--- src/rtl/shared_pkg.sv ---
// rtl/shared_pkg.sv - shared FIFO defaults, operation struct and pointer helper
package shared_pkg;

  localparam int FIFO_DEF_WIDTH = 16;
  localparam int FIFO_DEF_DEPTH = 8;

  typedef struct packed {
    logic wr_acc;
    logic rd_acc;
  } fifo_op_t;

  // Circular increment for depths that need not be a power of two.
  function automatic int ptr_next(input int ptr, input int depth);
    return (ptr == depth - 1) ? 0 : ptr + 1;
  endfunction

endpackage

--- src/rtl/fifo_mem.sv ---
// rtl/fifo_mem.sv - DEPTH x DATA_WIDTH storage, synchronous write, asynchronous read
module fifo_mem #(
  parameter int DATA_WIDTH = 16,
  parameter int DEPTH      = 8,
  parameter int ADDR_W     = 3
) (
  input  logic                  clk,
  input  logic                  wr_en,
  input  logic [ADDR_W-1:0]     wr_addr,
  input  logic [DATA_WIDTH-1:0] wr_data,
  input  logic [ADDR_W-1:0]     rd_addr,
  output logic [DATA_WIDTH-1:0] rd_data
);

  logic [DATA_WIDTH-1:0] mem_q [DEPTH];

  always_ff @(posedge clk) begin
    if (wr_en) begin
      mem_q[wr_addr] <= wr_data;
    end
  end

  assign rd_data = mem_q[rd_addr];

endmodule

--- src/rtl/fifo_sync_param.sv ---
// rtl/fifo_sync_param.sv - parameterised single-clock FIFO with status flags
// Pointer, occupancy and flag logic; storage lives in fifo_mem.
module fifo_sync_param
  import shared_pkg::*;
#(
  parameter int DATA_WIDTH = FIFO_DEF_WIDTH,
  parameter int DEPTH      = FIFO_DEF_DEPTH,
  parameter int AF_LEVEL   = DEPTH - 1,
  parameter int AE_LEVEL   = 1,
  parameter int FWFT       = 0
) (
  input  logic                       clk,
  input  logic                       rst,
  input  logic                       flush,
  input  logic                       wr_en,
  input  logic [DATA_WIDTH-1:0]      data_in,
  input  logic                       rd_en,
  output logic [DATA_WIDTH-1:0]      data_out,
  output logic                       wr_ack,
  output logic                       overflow,
  output logic                       underflow,
  output logic                       full,
  output logic                       empty,
  output logic                       almostfull,
  output logic                       almostempty,
  output logic [$clog2(DEPTH+1)-1:0] count
);

  localparam int CW = $clog2(DEPTH + 1);
  localparam int PW = (DEPTH > 1) ? $clog2(DEPTH) : 1;
  localparam logic [CW-1:0] DEPTH_C = CW'(DEPTH);
  localparam logic [CW-1:0] AF_C    = CW'(AF_LEVEL);
  localparam logic [CW-1:0] AE_C    = CW'(AE_LEVEL);
  localparam logic [CW-1:0] ONE_C   = CW'(1);

  if (!(DEPTH >= 2 && AE_LEVEL >= 1 && AE_LEVEL < AF_LEVEL && AF_LEVEL <= DEPTH - 1)) begin : g_bad_params
    $error("fifo_sync_param: need DEPTH>=2 and 1<=AE_LEVEL<AF_LEVEL<=DEPTH-1");
  end

  logic [PW-1:0]         wr_ptr_q, wr_ptr_d;
  logic [PW-1:0]         rd_ptr_q, rd_ptr_d;
  logic [CW-1:0]         count_q, count_d;
  logic [DATA_WIDTH-1:0] data_out_q, data_out_d;
  logic                  wr_ack_q, wr_ack_d;
  logic                  overflow_q, overflow_d;
  logic                  underflow_q, underflow_d;
  logic                  mem_we;
  logic [DATA_WIDTH-1:0] mem_rd_data;
  fifo_op_t              op;

  fifo_mem #(
    .DATA_WIDTH (DATA_WIDTH),
    .DEPTH      (DEPTH),
    .ADDR_W     (PW)
  ) u_mem (
    .clk     (clk),
    .wr_en   (mem_we),
    .wr_addr (wr_ptr_q),
    .wr_data (data_in),
    .rd_addr (rd_ptr_q),
    .rd_data (mem_rd_data)
  );

  // A full FIFO still takes a write when a read frees a slot in the same cycle.
  always_comb begin
    op.rd_acc = rd_en && (count_q != '0);
    op.wr_acc = wr_en && ((count_q < DEPTH_C) || op.rd_acc);
  end

  always_comb begin
    wr_ptr_d    = wr_ptr_q;
    rd_ptr_d    = rd_ptr_q;
    count_d     = count_q;
    data_out_d  = data_out_q;
    wr_ack_d    = 1'b0;
    overflow_d  = 1'b0;
    underflow_d = 1'b0;
    mem_we      = 1'b0;

    // In FWFT mode the register shadows the head so data_out holds once empty.
    if (FWFT != 0 && count_q != '0) begin
      data_out_d = mem_rd_data;
    end

    if (!flush) begin
      wr_ack_d    = op.wr_acc;
      overflow_d  = wr_en && !op.wr_acc;
      underflow_d = rd_en && (count_q == '0);
      mem_we      = op.wr_acc && !rst;

      if (op.wr_acc) begin
        wr_ptr_d = PW'(ptr_next(int'(wr_ptr_q), DEPTH));
      end
      if (op.rd_acc) begin
        rd_ptr_d = PW'(ptr_next(int'(rd_ptr_q), DEPTH));
        if (FWFT == 0) begin
          data_out_d = mem_rd_data;
        end
      end

      case ({op.wr_acc, op.rd_acc})
        2'b10:   count_d = count_q + ONE_C;
        2'b01:   count_d = count_q - ONE_C;
        default: count_d = count_q;
      endcase
    end else begin
      wr_ptr_d = '0;
      rd_ptr_d = '0;
      count_d  = '0;
    end
  end

  always_ff @(posedge clk) begin
    if (rst) begin
      wr_ptr_q    <= '0;
      rd_ptr_q    <= '0;
      count_q     <= '0;
      data_out_q  <= '0;
      wr_ack_q    <= 1'b0;
      overflow_q  <= 1'b0;
      underflow_q <= 1'b0;
    end else begin
      wr_ptr_q    <= wr_ptr_d;
      rd_ptr_q    <= rd_ptr_d;
      count_q     <= count_d;
      data_out_q  <= data_out_d;
      wr_ack_q    <= wr_ack_d;
      overflow_q  <= overflow_d;
      underflow_q <= underflow_d;
    end
  end

  if (FWFT != 0) begin : g_fwft
    assign data_out = (count_q != '0) ? mem_rd_data : data_out_q;
  end else begin : g_reg_read
    assign data_out = data_out_q;
  end

  assign wr_ack      = wr_ack_q;
  assign overflow    = overflow_q;
  assign underflow   = underflow_q;
  assign count       = count_q;
  assign full        = (count_q == DEPTH_C);
  assign empty       = (count_q == '0);
  assign almostfull  = (count_q >= AF_C) && !full;
  assign almostempty = (count_q <= AE_C) && !empty;

endmodule

--- config.mk ---
export PLATFORM = sky130hd
export DESIGN_NAME = fifo_sync_param
export DESIGN_NICKNAME = d
export VERILOG_FILES = /design/src/rtl/shared_pkg.sv /design/src/rtl/fifo_mem.sv /design/src/rtl/fifo_sync_param.sv
export SDC_FILE = /design/constraint.sdc
export NUM_CORES = 1
export LEC_CHECK = 0
export BUFFER_PORTS_ARGS = -buffer_cell sky130_fd_sc_hd__buf_2
export CAP_MARGIN = 20
export CORE_AREA = 3 3 107 109
export CTS_BUF_LIST = sky130_fd_sc_hd__clkbuf_4 sky130_fd_sc_hd__clkbuf_8
export DETAILED_ROUTE_END_ITERATION = 7
export DIE_AREA = 0 0 110 112
export GPL_ROUTABILITY_DRIVEN = 0
export GPL_TIMING_DRIVEN = 0
export MAX_ROUTING_LAYER = met4
export PLACE_DENSITY = 0.76
export SYNTH_ARGS = -nofsm -noshare
export SYNTH_HDL_FRONTEND = slang
export SYNTH_SLANG_ARGS = --single-unit
--- constraint.sdc ---
create_clock -name clk -period 3.9 [get_ports clk]
set_input_delay 0.585 -clock clk [delete_from_list [all_inputs] [get_ports clk]]
set_output_delay 0.585 -clock clk [all_outputs]
set_load 0.005 [all_outputs]
==> metrics.csv <==
stage;metric;value;unit
floorplanning;io_pins;48;
floorplanning;dieArea;0.0123;mm^2
yosys;syn-num-nets;338;
routing;wl_per_cell;20.7;um
power_and_ir_drop;p_per_area;442;mW/mm^2
yosys;ys_warn_count;0;
clocking;cts_max_path_buffers;2;
worst_setup_path;worstSetupPathType;flop to flop;
sta;maxSlewViolCount;0;
placement;port_buffers;47;
final_layout;fin_area;0.00695;mm^2
status;run_status;completed;
sta;tightest_slew;0.886;ns
yosys;synth_area_leaders;edfxtp_1 64%, mux4_2 11%, dfxtp_1 9.6%;
routing;routed_wl;11.1;mm
routing;vias;3087;
worst_setup_path;endpoint_kind;flop;
yosys;syn_area;0.00602;mm^2
routing;drt_iter0_drc;261;
clocking;clock_latency;0.43;ns
routing;dr.pass1.iters;5;
clocking;cts_root_buf;clkbuf_8;
sta;hold_slack;0.411;ns
final_layout;antenna_cells;0;
global_route;grt_max_degree;17;
worst_hold_path;hold_class;primary input to flop;
global_route;antenna_found_initial;0;
floorplanning;die_width;110;um
sta;period_needed;2.52;ns
routing;drc;0;
final_layout;layout.nets;412;
sta;rsz0062_at_grt;no;
floorplanning;start_util;56.3;%
final_layout;utilization;65.0;%
clocking;htreeDepth;4;
yosys;synth-async-reset-ratio;0;%
sta;finalCritPeriodShare;64.7;%
yosys;synth_top_cell_area_share;63.8;%
global_route;grt_pass1_wl;17.3;mm
global_route;grt_usage;20.5;%
sta;finClkSkew;0.00871;ns
final_layout;fill_cells;729;
final_layout;multi_input_area;0.00152;mm^2
clocking;cts_tree;yes;
power_and_ir_drop;total_power;3.07;mW
yosys;ys_ff_latch;157;
routing;detail_route.vias_per_cell;5.76;
sta;finalSetupViolCount;0;
floorplanning;die_y;112;um
final_layout;final_common_cell;edfxtp_1;
clocking;hold_buffers;0;
global_route;grt_overflow;0;
clocking;cts.sinks;157;
yosys;yosys.cell_types.count;35;
worst_setup_path;cp-start-kind;flop;
sta;finalHoldViolations;0;
worst_setup_path;worstPathRequired;4.21;ns
yosys;synthCells;309;
placement;place_area;0.00657;mm^2
final_layout;seq_area;0.00442;mm^2
yosys;synth_area_per_cell;19.5;um^2
worst_setup_path;critPathMaxFanout;7;
clocking;cts_resized;0;
sta;fmax;0.396;GHz
yosys;synth-edff-count;128;
clocking;numCtsBuffers;17;
yosys;yosysSeqAreaShare;73.4;%
flow_run;drv_cap;0;
clocking;path_clk_slew;0.07;ns
sta;relSlewSlack;40.9;%
floorplanning;core_area;0.0107;mm^2
floorplanning;num_rows;38;
clocking;postCtsSetupBuffers;0;
final_layout;mostFrequentLayoutCells;128 x edfxtp_1, 49 x buf_2, 29 x mux4_2, 29 x dfxtp_1, 24 x clkbuf_8;
yosys;synth_top_flop_cell;edfxtp_1;
final_layout;drive_gt1_share;37.9;%
power_and_ir_drop;p_leak;2.39;nW
yosys;synth_area_leader_cell;edfxtp_1;
global_route;grt_pass1_vias;3130;
final_layout;areaGrowthSynthToFinish;15.4;%
power_and_ir_drop;irDropWorstVdd;208;uV
routing;ant_nets;0;
sta;fin_setup_tns;0;ns
worst_setup_path;worstPathArrival;2.84;ns
placement;hpwl;7.30;mm
where the power goes:
part,internal (mW),switching [mW]
Clock,0.579,0.530
Sequential,1.82,0.00911
Combinational,0.0583,0.0691
through the flow:
stage / worst slack, ns / instances
3_5_place_dp: 1.06 / 504
6_report: 1.38 / 536
5_1_grt: 1.22 / 536
2_1_floorplan: 1.03 / 309
4_1_cts: 1.37 / 536
3_3_place_gp: -0.237 / 496
registers in the layout (all words and copies together) (netlist names):
signal       flops
data_out        16
wr_ptr_q         3
underflow        1
overflow         1
rd_ptr_q         3
wr_ack           1
count            4
u_mem.mem_q    128
layer usage:
layer	track usage [%]	up-vias	part of all wire (%)
met4	7.65	0	1.6
met5	-	-	0
met1	27.5	1580	42
met2	30.5	92	51
met3	4.99	18	5.6
li1	-	1397	-
area by class of cell:
class	instances	share of cell area (%)
Buffer	14	1.22
Multi-Input combinational cell	132	21.8
Sequential cell	157	63.7
Timing Repair Buffer	55	4.95
Tap cell	140	2.52
Inverter	6	0.324
Clock buffer	27	5.08
Clock inverter	5	0.414
critical path, stage by stage (launching register included):
cell and delay [ns]:
dfxtp_1 0.46, inv_1 0.08, ha_1 0.25, nor3b_2 0.18
nand2b_2 0.24, inv_2 0.11, ha_1 0.24, or4b_1 0.45
a21oi_1 0.20, xnor2_1 0.13, nor2_1 0.05
cells by family (layout without fill, tap and decap cells):
logic type | after synthesis | in the layout | synth area share, %
adders and majority gates | 8 | 8 | 1.66
muxes | 49 | 49 | 15.3
buffers and inverters | 20 | 107 | 1.79
and+or+nand+nor | 43 | 43 | 3.86
AOI/OAI and AO/OA | 29 | 29 | 3.51
DFF | 157 | 157 | 73.4
xor gates and xnor gates | 3 | 3 | 0.436
cell usage after synthesis (2+ instances only):
master,instances
mux4_1,3
mux4_2,29
dfxtp_1,29
ha_1,8
or3_1,4
buf_6,4
nand2_1,9
xor2_1,2
edfxtp_1,128
and3_1,2
nand2b_1,3
a21oi_1,10
a22o_1,16
nor2_1,12
nand4b_1,2
buf_2,2
clkbuf_1,7
mux2_2,16
nor3_1,3
inv_1,5
final timing paths:
check,from,end,slack (ns),cells after the start
worst min register to register,data_out[14],data_out[14],0.47,1
worst max-delay path,count[0],count[3],1.38,10
worst min-delay path,wr_en,overflow,0.41,3
worst max register to register,count[0],count[3],1.38,10
(Power assumes the default switching activity.)
